## config.mk

```make
export PLATFORM = sky130hd
export DESIGN_NAME = enemy_bullet_controller
export DESIGN_NICKNAME = d
export VERILOG_FILES = /design/src/rtl/enemy_bullet_controller.sv
export SDC_FILE = /design/constraint.sdc
export NUM_CORES = 1
export LEC_CHECK = 0
export CAP_MARGIN = 20
export CORE_MARGIN = 2
export CORE_UTILIZATION = 55
export DETAILED_ROUTE_END_ITERATION = 8
export HOLD_SLACK_MARGIN = 0.08
export PLACE_DENSITY = 0.81
export SLEW_MARGIN = 5
export SYNTH_ARGS = -nofsm -noshare
export SYNTH_HDL_FRONTEND = slang
export SYNTH_SLANG_ARGS = --single-unit
```

## constraint.sdc

```tcl
create_clock -name clk25 -period 6.3 [get_ports clk25]
set_clock_uncertainty 0.15 [all_clocks]
set_input_delay 1.26 -clock clk25 [delete_from_list [all_inputs] [get_ports clk25]]
set_output_delay 1.26 -clock clk25 [all_outputs]
set_load 0.1 [all_outputs]
```

## src/rtl/enemy_bullet_controller.sv

```systemverilog
// enemy_bullet_controller
//   Spawns enemy bullets from alive shooters, moves them down the 640x480
//   field, detects hits on the 32x32 player sprite, and owns the player's
//   life count, post-hit invulnerability window and game-over flag.
//
// Ports
//   clk25               25 MHz pixel-domain clock
//   rst_n               asynchronous active-low reset
//   enable              spawning allowed (existing bullets always move)
//   clear_all           synchronous stage reset (bullets, lives, FSM, timers)
//   shooter_x_flat/_y_  shooter top-left positions, 10 bits per shooter
//   shooter_alive       per-shooter alive flag
//   player_x/player_y   player sprite top-left position
//   ebullet_x_flat/_y_  bullet top-left positions, 10 bits per slot
//   ebullet_active_flat per-slot active flag
//   player_hit          one-cycle pulse per counted hit
//   lives               remaining lives
//   invuln              high while invulnerable after a hit
//   game_over           high once the last life is lost
//
// Build option
//   AIMED_FIRE_EN       when defined, each bullet drifts 1 px per move tick
//                       toward the side the player was on at spawn time;
//                       otherwise bullets fall straight down.
//
// FSM states
//   state     | meaning
//   ----------+-------------------------------------------------------
//   ST_RUN    | normal play, hits cost a life
//   ST_INVULN | post-hit grace window, hits only clear the bullet
//   ST_OVER   | no lives left, bullets flushed, spawning stopped
module enemy_bullet_controller #(
  parameter int EBULLET_COUNT = 8,
  parameter int SHOOTER_COUNT = 8,
  parameter int FIRE_PERIOD   = 12500000,
  parameter int MOVE_DIV      = 250000,
  parameter int SPEED         = 2,
  parameter int LIVES_INIT    = 3,
  parameter int INVULN_TICKS  = 100
) (
  input  logic                        clk25,
  input  logic                        rst_n,
  input  logic                        enable,
  input  logic                        clear_all,
  input  logic [10*SHOOTER_COUNT-1:0] shooter_x_flat,
  input  logic [10*SHOOTER_COUNT-1:0] shooter_y_flat,
  input  logic [SHOOTER_COUNT-1:0]    shooter_alive,
  input  logic [9:0]                  player_x,
  input  logic [9:0]                  player_y,
  output logic [10*EBULLET_COUNT-1:0] ebullet_x_flat,
  output logic [10*EBULLET_COUNT-1:0] ebullet_y_flat,
  output logic [EBULLET_COUNT-1:0]    ebullet_active_flat,
  output logic                        player_hit,
  output logic [1:0]                  lives,
  output logic                        invuln,
  output logic                        game_over
);

  localparam int FW = (FIRE_PERIOD > 1)   ? $clog2(FIRE_PERIOD)   : 1;
  localparam int MW = (MOVE_DIV > 1)      ? $clog2(MOVE_DIV)      : 1;
  localparam int IW = (INVULN_TICKS > 1)  ? $clog2(INVULN_TICKS)  : 1;
  localparam int RW = (SHOOTER_COUNT > 1) ? $clog2(SHOOTER_COUNT) : 1;

  typedef enum logic [1:0] {ST_RUN, ST_INVULN, ST_OVER} state_t;

  state_t                          state_q, state_d;
  logic [1:0]                      lives_q, lives_d;
  logic [FW-1:0]                   fire_cnt_q, fire_cnt_d;
  logic [MW-1:0]                   move_cnt_q, move_cnt_d;
  logic [IW-1:0]                   inv_cnt_q, inv_cnt_d;
  logic [RW-1:0]                   rr_q, rr_d;
  logic                            hit_q, hit_d;
  logic                            invuln_q, invuln_d;
  logic                            over_q, over_d;
  logic [EBULLET_COUNT-1:0]        act_q, act_d;
  logic [EBULLET_COUNT-1:0][9:0]   bx_q, bx_d;
  logic [EBULLET_COUNT-1:0][9:0]   by_q, by_d;
`ifdef AIMED_FIRE_EN
  logic [EBULLET_COUNT-1:0]        dir_q, dir_d;
`endif

  logic                            fire_wrap, move_tick, spawn, any_hit;
  logic [EBULLET_COUNT-1:0]        ovl;
  logic [SHOOTER_COUNT-1:0]        rot_alive;
  logic [9:0]                      spawn_sx, spawn_sy, spawn_x, spawn_y;
  logic [RW-1:0]                   rr_next;
  logic [10:0]                     y_sum;
  int                              shooter_off, shooter_sel, spawn_slot;

  assign fire_wrap = (fire_cnt_q == FW'(FIRE_PERIOD - 1));
  assign move_tick = (move_cnt_q == MW'(MOVE_DIV - 1));

  // Overlap of each active bullet (8x8) with the player (32x32), 11-bit math.
  always_comb begin
    ovl = '0;
    for (int i = 0; i < EBULLET_COUNT; i++) begin
      ovl[i] = act_q[i] &&
               (({1'b0, bx_q[i]} + 11'd8) > {1'b0, player_x}) &&
               ({1'b0, bx_q[i]} < ({1'b0, player_x} + 11'd32)) &&
               (({1'b0, by_q[i]} + 11'd8) > {1'b0, player_y}) &&
               ({1'b0, by_q[i]} < ({1'b0, player_y} + 11'd32));
    end
  end
  assign any_hit = |ovl;

  // Round-robin shooter pick: rotate alive mask so bit 0 is the pointer,
  // take the lowest set bit, then map back to an absolute index.
  always_comb begin
    rot_alive   = SHOOTER_COUNT'({shooter_alive, shooter_alive} >> rr_q);
    shooter_off = 0;
    for (int k = SHOOTER_COUNT - 1; k >= 0; k--) begin
      if (rot_alive[k]) shooter_off = k;
    end
    shooter_sel = int'(rr_q) + shooter_off;
    if (shooter_sel >= SHOOTER_COUNT) shooter_sel = shooter_sel - SHOOTER_COUNT;
    spawn_sx = '0;
    spawn_sy = '0;
    for (int k = 0; k < SHOOTER_COUNT; k++) begin
      if (k == shooter_sel) begin
        spawn_sx = shooter_x_flat[10*k +: 10];
        spawn_sy = shooter_y_flat[10*k +: 10];
      end
    end
    rr_next = (shooter_sel == SHOOTER_COUNT - 1) ? '0 : RW'(shooter_sel + 1);
    spawn_slot = 0;
    for (int k = EBULLET_COUNT - 1; k >= 0; k--) begin
      if (!act_q[k]) spawn_slot = k;
    end
  end

  assign spawn_x = spawn_sx + 10'd12;
  assign spawn_y = spawn_sy + 10'd32;
  // Free mask is the registered active bits, so a slot cleared this cycle
  // can never be picked for a spawn in the same cycle.
  assign spawn   = fire_wrap && enable && (state_q != ST_OVER) &&
                   !(&act_q) && (|shooter_alive) && !clear_all;

  // Control FSM, timers, lives.
  always_comb begin
    state_d    = state_q;
    lives_d    = lives_q;
    inv_cnt_d  = inv_cnt_q;
    hit_d      = 1'b0;
    rr_d       = rr_q;
    fire_cnt_d = fire_wrap ? '0 : fire_cnt_q + FW'(1);
    move_cnt_d = move_tick ? '0 : move_cnt_q + MW'(1);
    if (clear_all) begin
      state_d    = ST_RUN;
      lives_d    = 2'(LIVES_INIT);
      inv_cnt_d  = '0;
      rr_d       = '0;
      fire_cnt_d = '0;
      move_cnt_d = '0;
    end else begin
      if (spawn) rr_d = rr_next;
      case (state_q)
        ST_RUN: begin
          if (any_hit) begin
            hit_d     = 1'b1;
            inv_cnt_d = '0;
            if (lives_q <= 2'd1) begin
              lives_d = 2'd0;
              state_d = ST_OVER;
            end else begin
              lives_d = lives_q - 2'd1;
              state_d = ST_INVULN;
            end
          end
        end
        ST_INVULN: begin
          if (move_tick) begin
            if (inv_cnt_q == IW'(INVULN_TICKS - 1)) begin
              inv_cnt_d = '0;
              state_d   = ST_RUN;
            end else begin
              inv_cnt_d = inv_cnt_q + IW'(1);
            end
          end
        end
        default: state_d = ST_OVER;
      endcase
    end
    invuln_d = (state_d == ST_INVULN);
    over_d   = (state_d == ST_OVER);
  end

  // Per-slot update: clear > move > spawn.
  always_comb begin
    act_d = act_q;
    bx_d  = bx_q;
    by_d  = by_q;
    y_sum = '0;
`ifdef AIMED_FIRE_EN
    dir_d = dir_q;
`endif
    for (int i = 0; i < EBULLET_COUNT; i++) begin
      y_sum = {1'b0, by_q[i]} + 11'(SPEED);
      if (clear_all || (state_q == ST_OVER) || ovl[i]) begin
        act_d[i] = 1'b0;
        bx_d[i]  = '0;
        by_d[i]  = '0;
      end else if (act_q[i] && move_tick) begin
        if (y_sum >= 11'd472) begin
          act_d[i] = 1'b0;
          bx_d[i]  = '0;
          by_d[i]  = '0;
        end else begin
          by_d[i] = y_sum[9:0];
`ifdef AIMED_FIRE_EN
          if (dir_q[i]) begin
            bx_d[i] = (bx_q[i] >= 10'd632) ? 10'd632 : bx_q[i] + 10'd1;
          end else begin
            bx_d[i] = (bx_q[i] == 10'd0) ? 10'd0 : bx_q[i] - 10'd1;
          end
`endif
        end
      end else if (spawn && (i == spawn_slot)) begin
        act_d[i] = 1'b1;
        bx_d[i]  = spawn_x;
        by_d[i]  = spawn_y;
`ifdef AIMED_FIRE_EN
        dir_d[i] = ({1'b0, player_x} + 11'd12) > {1'b0, spawn_x};
`endif
      end
    end
  end

  always_ff @(posedge clk25 or negedge rst_n) begin
    if (!rst_n) begin
      state_q    <= ST_RUN;
      lives_q    <= 2'(LIVES_INIT);
      fire_cnt_q <= '0;
      move_cnt_q <= '0;
      inv_cnt_q  <= '0;
      rr_q       <= '0;
      hit_q      <= 1'b0;
      invuln_q   <= 1'b0;
      over_q     <= 1'b0;
      act_q      <= '0;
      bx_q       <= '0;
      by_q       <= '0;
`ifdef AIMED_FIRE_EN
      dir_q      <= '0;
`endif
    end else begin
      state_q    <= state_d;
      lives_q    <= lives_d;
      fire_cnt_q <= fire_cnt_d;
      move_cnt_q <= move_cnt_d;
      inv_cnt_q  <= inv_cnt_d;
      rr_q       <= rr_d;
      hit_q      <= hit_d;
      invuln_q   <= invuln_d;
      over_q     <= over_d;
      act_q      <= act_d;
      bx_q       <= bx_d;
      by_q       <= by_d;
`ifdef AIMED_FIRE_EN
      dir_q      <= dir_d;
`endif
    end
  end

  assign ebullet_x_flat      = bx_q;
  assign ebullet_y_flat      = by_q;
  assign ebullet_active_flat = act_q;
  assign player_hit          = hit_q;
  assign lives               = lives_q;
  assign invuln              = invuln_q;
  assign game_over           = over_q;

endmodule
```

==> metrics.txt <==
status=finished clean; Worst setup SP type=primary input; Ys Warns=0; DP Wirelength=61,900 um; Antenna diodes=0; R2R depth=23; EDFF count, synth=0; routed len/inst=23.0 um; drt first pass iters=7; Worst Hold Launch=move_cnt_q[0]; Overall Global Routing Usage=40.1%; Hold Path Stages=1; CTS buffer count=26; root cell of the clock tree=clkbuf_16; initial core utilization=55.6%; Die ar.=0.0396 mm^2; post-route cell area=0.0266 mm^2; WS Path Type=primary input to register; initial antenna violation count=1; DRT Wirelength=79,800 um; fill cell count=3,013; hold-fix buffer count after cts=0; number of global-route vias before repair=21,400; I/O pins=365; antenna-violating nets left=0; H-tree depth=1; Final Cycle Share=94.2%; Rows=71; max-slew headroom at the worst pin=28.8%; grt total ovfl=0; Worst EP required=6.60 ns; Post-layout nets=3,439; sequential share of the synthesized area=27.2%; post-detailed-route DRC marker count=0; max frequency=168 MHz; Final Max Tran Viols=0; layout cells sized above 1=6.57%; critical path endpoint category=register; # Max-Cap Violations=0; Final Setup Violations=0; Worst-Margin Slew=1.06 ns; RePlAce Congestion=1.05; Peak VDD IR=0.230 mV; CTS tree=done; Post-Syn Nets=3,025; Cell variety after synth=82; RSZ-0062 raised after global routing=no; CTS clock-pin slew for the worst setup and hold paths=0.06 ns; DR iter-0 viols=2,047; #FFs+latches synth=227; Avg Synthesized Cell Area=8.29 um^2; Post CTS Setup Buffer Count=0; PostCTS Resize Cnt=0; Reg-to-Reg End=ebullet_y_flat[46]; top_reg_cell synth=dfrtp_1; total power divided by cell area=149 mW/mm^2; Post-Syn Area=0.0209 mm^2; clock sink total=227; worst min path class=register to register; placed cell count=3,416; pin count of the biggest net entering global routing=124; Core Region=0.0376 mm^2; CP arrival=6.23 ns; Reg2Reg Setup Slack=0.72 ns; maximum clock path buffer count=3; Buffers on Ports=364; Vias/cell=6.39; global-route wire length before repair=122,000 um; synthesis-to-finish area growth=27.3%; Post-Layout Cell Count=3,466; die width=199 um; Mapped Cells=2,521; Worst R2R Start=rr_q[1]; Final min period=5.94 ns; Fin. Hold Viols=0; placement-stage cell area=0.0257 mm^2; Clk Latency, worst-skew pair=0.58 ns; chip height=199 um; CP max FO=17; ys async rst share=100%; Hold Path Sink=move_cnt_q[0]; cell leakage power=12.0 nW; DR vias=22,200
cell type report:
type	count	area, um^2	share of cell area [%]
Multi-Input combinational cell	2077	14400	54.1
Sequential cell	227	5680	21.4
Timing Repair Buffer	477	4530	17.0
Clock buffer	30	696	2.61
Tap cell	511	639	2.40
Inverter	126	473	1.78
Clock inverter	18	204	0.766
report_power, final:
group / switching [W] / internal [W] / total (W) / leakage [nW]
Combinational: 0.000532 / 0.000336 / 0.000868 / 8.40
Clock: 0.000691 / 0.000925 / 0.00162 / 0.442
Sequential: 0.0000125 / 0.00146 / 0.00148 / 3.16
cells in the final DEF, fill, tap and decap left out, types with 18 or more instances in the layout:
cell and instances:
a211oi_1 32, a21o_1 27, a21oi_1 137, a221oi_1 21, a31oi_1 18, and3_1 45
buf_4 108, clkbuf_16 26, clkdlybuf4s50_1 363, dfrtp_1 225, ha_1 311, inv_1 125
mux2i_1 18, nand2_1 287, nand3_1 125, nand4_1 45, nor2_1 180, nor2b_1 21
nor3_1 44, nor4_1 19, o211ai_1 31, o21ai_0 235, o221ai_1 25, or3_1 21
xnor2_1 93, xor2_1 67
worst max path at each step:
stage / startpoint / endpoint / slack (ns) / cells past startpoint
3_5_place_dp: player_x[5] / inv_cnt_q[1] / -0.11 / 14
5_1_grt: shooter_alive[3] / ebullet_y_flat[19] / 0.02 / 21
3_3_place_gp: shooter_alive[7] / ebullet_x_flat[38] / 0.04 / 25
6_report: shooter_alive[7] / ebullet_y_flat[46] / 0.36 / 24
4_1_cts: shooter_alive[7] / ebullet_x_flat[48] / 0.44 / 25
2_1_floorplan: shooter_alive[7] / ebullet_x_flat[18] / 0.23 / 23
sequential cells by signal, summed over array words and instances, names as in the netlist:
| name | cells |
|---|---|
| ebullet_x_flat | 80 |
| lives | 2 |
| fire_cnt_q | 24 |
| move_cnt_q | 18 |
| rr_q | 3 |
| ebullet_y_flat | 80 |
| invuln | 1 |
| state_q | 2 |
| player_hit | 1 |
| game_over | 1 |
| inv_cnt_q | 7 |
| ebullet_active_flat | 8 |
layer usage:
layer / wire length (um) / share of wire (%) / track usage (%)
met4: 5540 / 6.9 / 23.2
met5: 15 / 0.019 / 0
met2: 35700 / 45 / 64.4
met3: 7730 / 9.7 / 8.80
met1: 30800 / 39 / 49.7
synthesized netlist by cell type (8+ instances only):
library cell | count | share of area, %
nand3b_1 | 17 | 0.61
o211ai_1 | 31 | 1.1
o311ai_0 | 13 | 0.54
a31oi_1 | 18 | 0.54
and3_1 | 45 | 1.3
o21a_1 | 13 | 0.47
dfrtp_1 | 225 | 27
inv_1 | 125 | 2.2
nand3_1 | 125 | 3.0
or3_1 | 21 | 0.63
xnor2_1 | 93 | 3.9
a22o_1 | 12 | 0.50
nor3_1 | 44 | 1.1
a211o_1 | 8 | 0.34
o22ai_1 | 10 | 0.30
a211oi_1 | 32 | 1.1
ha_1 | 311 | 19
xor2_1 | 67 | 2.8
a2111o_1 | 9 | 0.48
a2111oi_0 | 9 | 0.38
nor3b_1 | 11 | 0.40
o221ai_1 | 25 | 1.0
nor2b_1 | 21 | 0.63
a22oi_1 | 8 | 0.29
o21ai_0 | 235 | 5.6
a21oi_1 | 137 | 3.3
nand2_1 | 287 | 5.2
a221oi_1 | 21 | 0.88
buf_2 | 8 | 0.19
mux2_2 | 9 | 0.48
a221o_1 | 9 | 0.43
o2111ai_1 | 11 | 0.46
and4_1 | 14 | 0.59
nor2_1 | 180 | 3.2
a21o_1 | 27 | 0.97
and2_1 | 16 | 0.48
nand4_1 | 45 | 1.3
clkbuf_1 | 76 | 1.4
nor4_1 | 19 | 0.57
mux2i_1 | 18 | 0.86
nand2b_1 | 16 | 0.48
per-stage QoR:
stage / hold slack, ns / power [W] / TNS, ns / worst slack (ns) / util (%)
after CTS: 0.314 / 0.00394 / 0 / 0.444 / 70.8
after global placement: 0.287 / 0.00232 / 0 / 0.0371 / 68.4
after global routing: 0.336 / 0.00408 / 0 / 0.0219 / 70.8
final: 0.317 / 0.00396 / 0 / 0.363 / 70.8
after floorplan: 0.275 / 0.00186 / 0 / 0.225 / -
after detailed placement: 0.305 / 0.00234 / -2.55 / -0.108 / 68.4
cells by family (layout without fill, tap and decap cells):
logic type | count (synthesis) | in the layout | synth area share [%]
and+or+nand+nor | 897 | 897 | 21.1
AOI/OAI and AO/OA | 681 | 681 | 21.0
adders and majority gates | 312 | 312 | 18.7
DFF | 227 | 227 | 27.2
buffers and inverters | 217 | 651 | 4.00
xor gates and xnor gates | 160 | 160 | 6.70
muxes | 27 | 27 | 1.35
critical path: stages:
cell	delay, ns
clkdlybuf4s50_1	0.44
mux2_2	0.29
o21ai_0	0.20
o21ai_0	0.15
a21boi_0	0.22
o22ai_1	0.11
a221oi_1	0.25
nor2b_1	0.09
ha_1	0.20
fa_1	0.48
buf_4	0.16
ha_1	0.22
inv_1	0.17
nor2_1	0.08
buf_4	0.19
a221oi_1	0.24
nor3_1	0.07
a21oi_1	0.16
a21o_1	0.18
inv_1	0.08
ha_1	0.30
inv_1	0.34
o32ai_1	0.14
a21o_1	0.19
Power figures use the tool's default switching activity.
